==> config.mk <==
export PLATFORM = sky130hd
export DESIGN_NAME = result_unloader
export DESIGN_NICKNAME = d
export VERILOG_FILES = /design/src/rtl/result_unloader.sv
export SDC_FILE = /design/constraint.sdc
export NUM_CORES = 1
export LEC_CHECK = 0
export CAP_MARGIN = 20
export CELL_PAD_IN_SITES_DETAIL_PLACEMENT = 1
export CELL_PAD_IN_SITES_GLOBAL_PLACEMENT = 1
export CORE_UTILIZATION = 38
export CTS_CLUSTER_SIZE = 24
export DETAILED_ROUTE_END_ITERATION = 8
export GPL_TIMING_DRIVEN = 0
export PLACE_DENSITY = 0.86
export SLEW_MARGIN = 20
export SYNTH_ARGS = -nofsm -noshare
export SYNTH_HDL_FRONTEND = slang
export SYNTH_SLANG_ARGS = --single-unit
==> constraint.sdc <==
create_clock -name clk -period 3.2 [get_ports clk]
set_input_delay 0.48 -clock clk [delete_from_list [all_inputs] [get_ports clk]]
set_output_delay 0.48 -clock clk [all_outputs]
set_load 0.01 [all_outputs]
==> src/rtl/result_unloader.sv <==
// result_unloader
//   Reads the 4x4 matrix-multiply result region (N_WORDS words starting at
//   BASE_ADDR) out of a synchronous result RAM and streams it off-chip as a
//   valid/ready word stream, then pulses done.
//
//   Sequence: start -> ordered reads BASE_ADDR..BASE_ADDR+N_WORDS-1
//             -> 2-entry output FIFO -> port_O stream -> done pulse.
//
//   Build option: define RESULT_SATURATE_EN to clamp each ACC_W result
//   (treated as unsigned) to 2**DATA_W-1 instead of truncating it to the
//   low DATA_W bits.
//
// Ports
//   clk          in   single clock, posedge
//   rst          in   asynchronous reset, active low
//   start        in   1-cycle pulse, begins unloading (ignored unless idle)
//   mem_rd_en    out  result RAM read strobe
//   mem_rd_addr  out  result RAM read address
//   mem_rd_data  in   read data, valid the cycle after mem_rd_en
//   port_O       out  output word (FIFO head)
//   out_valid    out  port_O holds a valid word
//   out_ready    in   sink accepts the word at the next posedge
//   out_last     out  high with the final word
//   busy         out  high whenever not idle
//   done         out  1-cycle pulse after the last transfer
module result_unloader #(
    parameter int DATA_W    = 8,
    parameter int ACC_W     = 16,
    parameter int ADDR_W    = 5,
    parameter int BASE_ADDR = 16,
    parameter int N_WORDS   = 16
) (
    input  logic              clk,
    input  logic              rst,
    input  logic              start,
    output logic              mem_rd_en,
    output logic [ADDR_W-1:0] mem_rd_addr,
    input  logic [ACC_W-1:0]  mem_rd_data,
    output logic [DATA_W-1:0] port_O,
    output logic              out_valid,
    input  logic              out_ready,
    output logic              out_last,
    output logic              busy,
    output logic              done
);

    localparam int CNT_W = $clog2(N_WORDS + 1);

    typedef enum logic [1:0] {
        S_IDLE,
        S_READ,
        S_DRAIN,
        S_DONE
    } state_t;

    state_t                   r_state;
    state_t                   w_state_nxt;
    logic [CNT_W-1:0]         r_rd_cnt;
    logic                     r_inflight;
    logic                     r_inflight_last;
    logic [1:0][DATA_W-1:0]   r_fifo_data;
    logic [1:0]               r_fifo_last;
    logic                     r_wr_ptr;
    logic                     r_rd_ptr;
    logic [1:0]               r_count;

    logic                     w_pop;
    logic                     w_push;
    logic                     w_last_issue;
    logic [2:0]               w_used;

    // ACC_W -> DATA_W conversion applied as each word enters the FIFO.
    function automatic logic [DATA_W-1:0] f_convert(input logic [ACC_W-1:0] acc);
`ifdef RESULT_SATURATE_EN
        if (|acc[ACC_W-1:DATA_W])
            return {DATA_W{1'b1}};
        else
            return acc[DATA_W-1:0];
`else
        return acc[DATA_W-1:0];
`endif
    endfunction

    assign out_valid    = (r_count != 2'd0);
    assign port_O       = r_fifo_data[r_rd_ptr];
    assign out_last     = out_valid && r_fifo_last[r_rd_ptr];
    assign w_pop        = out_valid && out_ready;
    assign w_push       = r_inflight;
    assign w_last_issue = (r_rd_cnt == CNT_W'(N_WORDS - 1));
    assign mem_rd_addr  = ADDR_W'(BASE_ADDR) + ADDR_W'(r_rd_cnt);
    assign busy         = (r_state != S_IDLE);
    assign done         = (r_state == S_DONE);

    // Credit: FIFO words plus the read in flight, less the word leaving this
    // cycle. Counting the same-cycle pop keeps one read issued per transfer,
    // so the stream sustains one word per cycle with out_ready held high,
    // while never exceeding the two FIFO slots.
    assign w_used = {1'b0, r_count} + {2'b00, r_inflight} - {2'b00, w_pop};

    always_comb begin
        w_state_nxt = r_state;
        mem_rd_en   = 1'b0;
        case (r_state)
            S_IDLE: begin
                if (start)
                    w_state_nxt = S_READ;
            end
            S_READ: begin
                mem_rd_en = (w_used < 3'd2);
                if (mem_rd_en && w_last_issue)
                    w_state_nxt = S_DRAIN;
            end
            S_DRAIN: begin
                if (w_pop && out_last)
                    w_state_nxt = S_DONE;
            end
            S_DONE: begin
                w_state_nxt = S_IDLE;
            end
            default: begin
                w_state_nxt = S_IDLE;
            end
        endcase
    end

    always_ff @(posedge clk or negedge rst) begin
        if (!rst)
            r_state <= S_IDLE;
        else
            r_state <= w_state_nxt;
    end

    always_ff @(posedge clk or negedge rst) begin
        if (!rst) begin
            r_rd_cnt        <= '0;
            r_inflight      <= 1'b0;
            r_inflight_last <= 1'b0;
            r_fifo_data     <= '0;
            r_fifo_last     <= '0;
            r_wr_ptr        <= 1'b0;
            r_rd_ptr        <= 1'b0;
            r_count         <= 2'd0;
        end else begin
            // Rewind after each run so the idle address sits at BASE_ADDR.
            if (r_state == S_DONE)
                r_rd_cnt <= '0;
            else if (mem_rd_en)
                r_rd_cnt <= r_rd_cnt + CNT_W'(1);

            r_inflight      <= mem_rd_en;
            r_inflight_last <= mem_rd_en && w_last_issue;

            // The read issued last cycle returns now; capture it with its
            // last-word tag so the tag cannot drift from the data.
            if (w_push) begin
                r_fifo_data[r_wr_ptr] <= f_convert(mem_rd_data);
                r_fifo_last[r_wr_ptr] <= r_inflight_last;
                r_wr_ptr              <= ~r_wr_ptr;
            end
            if (w_pop)
                r_rd_ptr <= ~r_rd_ptr;

            case ({w_push, w_pop})
                2'b10:   r_count <= r_count + 2'd1;
                2'b01:   r_count <= r_count - 2'd1;
                default: r_count <= r_count;
            endcase
        end
    end

endmodule

==> metrics <==
status finished, final reports clean; drt first pass iters 3; Via density between 4 and 5; post-DR wirelength/cell around 15 µm; CTS tree yes; ranking of synthesized cells by area dfrtp_1 (50%), mux2_2 (19%), ha_1 (7.3%), xnor2_1 (3.4%), buf_4 (2.4%); setup repair after global routing missed its margin no; syn_nets 150; DIE AREA 4322 µm²; area of the mapped netlist roughly 1500 µm²; mux cell area share after synthesis about a fifth; count leader, synth dfrtp_1; worst vdd ir between 0.0004 and 0.0005 V; fin nets about 190; xor/xnor share of the synthesized area 5.592%; Leak between 0.9 and 1 nW; Slew HR between 50% and 60%; fmax 329.0 MHz; number of synthesized flops with an enable pin 0; yosys warns 0; post-synth cell types 27; largest net degree at the start of global routing 32; CP Capture Type output pin; Place WS -0.4689 ns; num rows 22; Final period util between 90% and 100%; RePlAce Congestion about 0.73; total of max-cap violations 0; sequential area share after synthesis 50.24%; power per standard cell area around 1000 nW/µm²; Setup-failing EPs final 0; post-route minimum period between 3 and 4 ns; WS Path Type input port to output pin; DRT iter0 DRCs 31; I/O pins 38; htree depth 2; vias between 1,000 and 1,500; CP Max Fanout 5; initial antenna violation count 0; worst hold path class input port to asynchronous set/reset pin; Placeable Area 3771 µm²; Least-Margin Pin Slew 0.6820 ns; die width ~66 µm; Synth Area in Compound Gates under 10%; Layout area overhead 31.60%; Port Buffers 29; final hold vios 0; Top FF cell, synth dfrtp_1; FF+latch count, synth 31; share of cells above drive strength 1 around a third; largest area contributor in the netlist dfrtp_1; largest family of logic cells by synthesized area multiplexers; Reg clk slew, reported paths roughly 0.060 ns; CTS Buf Count 5; area taken by multi-input logic gates approximately 710 µm²; # diodes 0; Synth top area share about half; Gate Count Post-Synth 120; Fin Clk Skew roughly 0.006 ns; number of global-route vias before repair between 1,000 and 1,500; Post-Synth Adder-Cell Area approximately 8.6%; antenna-violating nets left 0; Crit path required time 2.72 ns; Post-Synth Simple-Gate Area 7.131%; DRC errors left 0; clk_lat worst skew approximately 0.29 ns; Overflow after GRT 0; critical path launch point type input port; final WL ~3200 µm; gr usage total 17.87%; deepest clock path buffer count 2; Die Ht between 60 and 70 µm; initial core utilization 40.94%; Fillers between 300 and 400; Sum Neg Setup Slack 0 ns; share of flip-flops with an asynchronous set or reset between 90% and 100%; first-pass GRT wire length between 5000 and 6000 µm; HPWL after DPL approximately 2200 µm; Pins Over Slew Limit 0; clk root buf clkbuf_8; clk sinks 31; Post-Syn Area per Cell roughly 13 µm²; final worst slack ~0.16 ns; CTS Hold Bufs 0; top post-synthesis cells by count dfrtp_1 (31), mux2_2 (26), ha_1 (9); FF-to-FF setup slack approximately 0.64 ns; FF+latch area ~780 µm²; WP data arrival 2.56 ns
state kept, by name, summed over array words and instances, names as in the netlist:
register,cells
r_inflight,1
r_count,2
r_fifo_data,16
r_inflight_last,1
r_rd_cnt,5
r_fifo_last,2
r_rd_ptr,1
r_state,2
r_wr_ptr,1
worst max-delay path, cell delays in order:
cell,delay (ns)
clkdlybuf4s50_1,0.48
o21ai_2,0.06
inv_1,0.09
ha_1,0.22
nand2b_1,0.15
fa_1,0.40
xor2_2,0.33
nor2_4,0.05
dlygate4sd2_1,0.29
worst paths after layout:
check                                             from                          end  cells after the start
setup / recovery                             out_ready                    mem_rd_en                      9
hold / removal                                     rst   r_fifo_data[7]$_DFFE_PN0P_                      1
setup reg to reg                r_count[1]$_DFFE_PN0P_       r_state[1]$_DFFE_PN0P_                      9
hold reg to reg            r_fifo_data[10]$_DFFE_PN0P_  r_fifo_data[10]$_DFFE_PN0P_                      1
max in group asynchronous                          rst       r_state[1]$_DFFE_PN0P_                      1
min in group clk           r_fifo_data[10]$_DFFE_PN0P_  r_fifo_data[10]$_DFFE_PN0P_                      1
metrics by stage:
| stage | cell area, µm² | power (mW) | hold slack [ns] | util (%) | instances |
|---|---|---|---|---|---|
| 2_1_floorplan | 1544 | 1.304 | 0.1844 | - | 120 |
| 3_3_place_gp | 1894 | 1.629 | 0.4813 | 50.23 | 197 |
| 3_5_place_dp | 1889 | 1.698 | 0.4905 | 50.10 | 197 |
| 4_1_cts | 2032 | 2.154 | 0.2580 | 53.88 | 207 |
| 5_1_grt | 2032 | 2.290 | 0.2739 | 53.88 | 207 |
| 6_report | 2032 | 2.121 | 0.2303 | 53.88 | 207 |
power breakdown:
part	internal [mW]	switching (mW)	total [mW]
combinational	0.585	0.446	1.03
clock	0.252	0.150	0.402
sequential	0.561	0.126	0.687
total	1.40	0.723	2.12
kinds of logic (layout without fill, tap and decap cells):
family / count (synthesis) / in the layout
flip-flops: 31 / 31
multiplexers: 28 / 28
AND/OR/NAND/NOR: 22 / 22
buffers and inverters: 13 / 52
adder cells (fa/ha/maj): 10 / 10
XOR/XNOR: 9 / 9
AO/OA/AOI/OAI: 7 / 7
what timing repair did:
action	in CTS	in global routing
endpoints found under the setup margin	1	0
buffers inserted	2	0
gates resized for setup	4	0
metal layers:
layer	routed length, µm	part of all wire [%]	track usage, %
met1	1380	43	22.33
met2	1634	51	29.34
met3	143	4.5	4.688
met4	35	1.1	6.522
met5	0	0	0
cells in the final DEF, fill, tap and decap left out, types with 2 or more instances in the layout:
cell	Yosys	routed
buf_4	5	7
clkbuf_8	0	6
clkdlybuf4s50_1	0	27
dfrtp_1	31	31
ha_1	9	9
inv_1	8	8
mux2_2	26	26
nand2_1	4	3
nand2b_1	2	2
nor2_1	8	8
o21ai_2	2	3
xnor2_1	6	6
xor2_1	2	2
cell type report:
type                       instances  area share (%)
buffer                             5           1.847
clock buffer                       6           4.064
clock inverter                     2           1.724
inverter                           8           1.478
multi-input combinational         76           35.04
sequential                        31           38.18
tap                               48           2.956
timing repair buffer              31           14.72
Power figures use the tool's default switching activity.
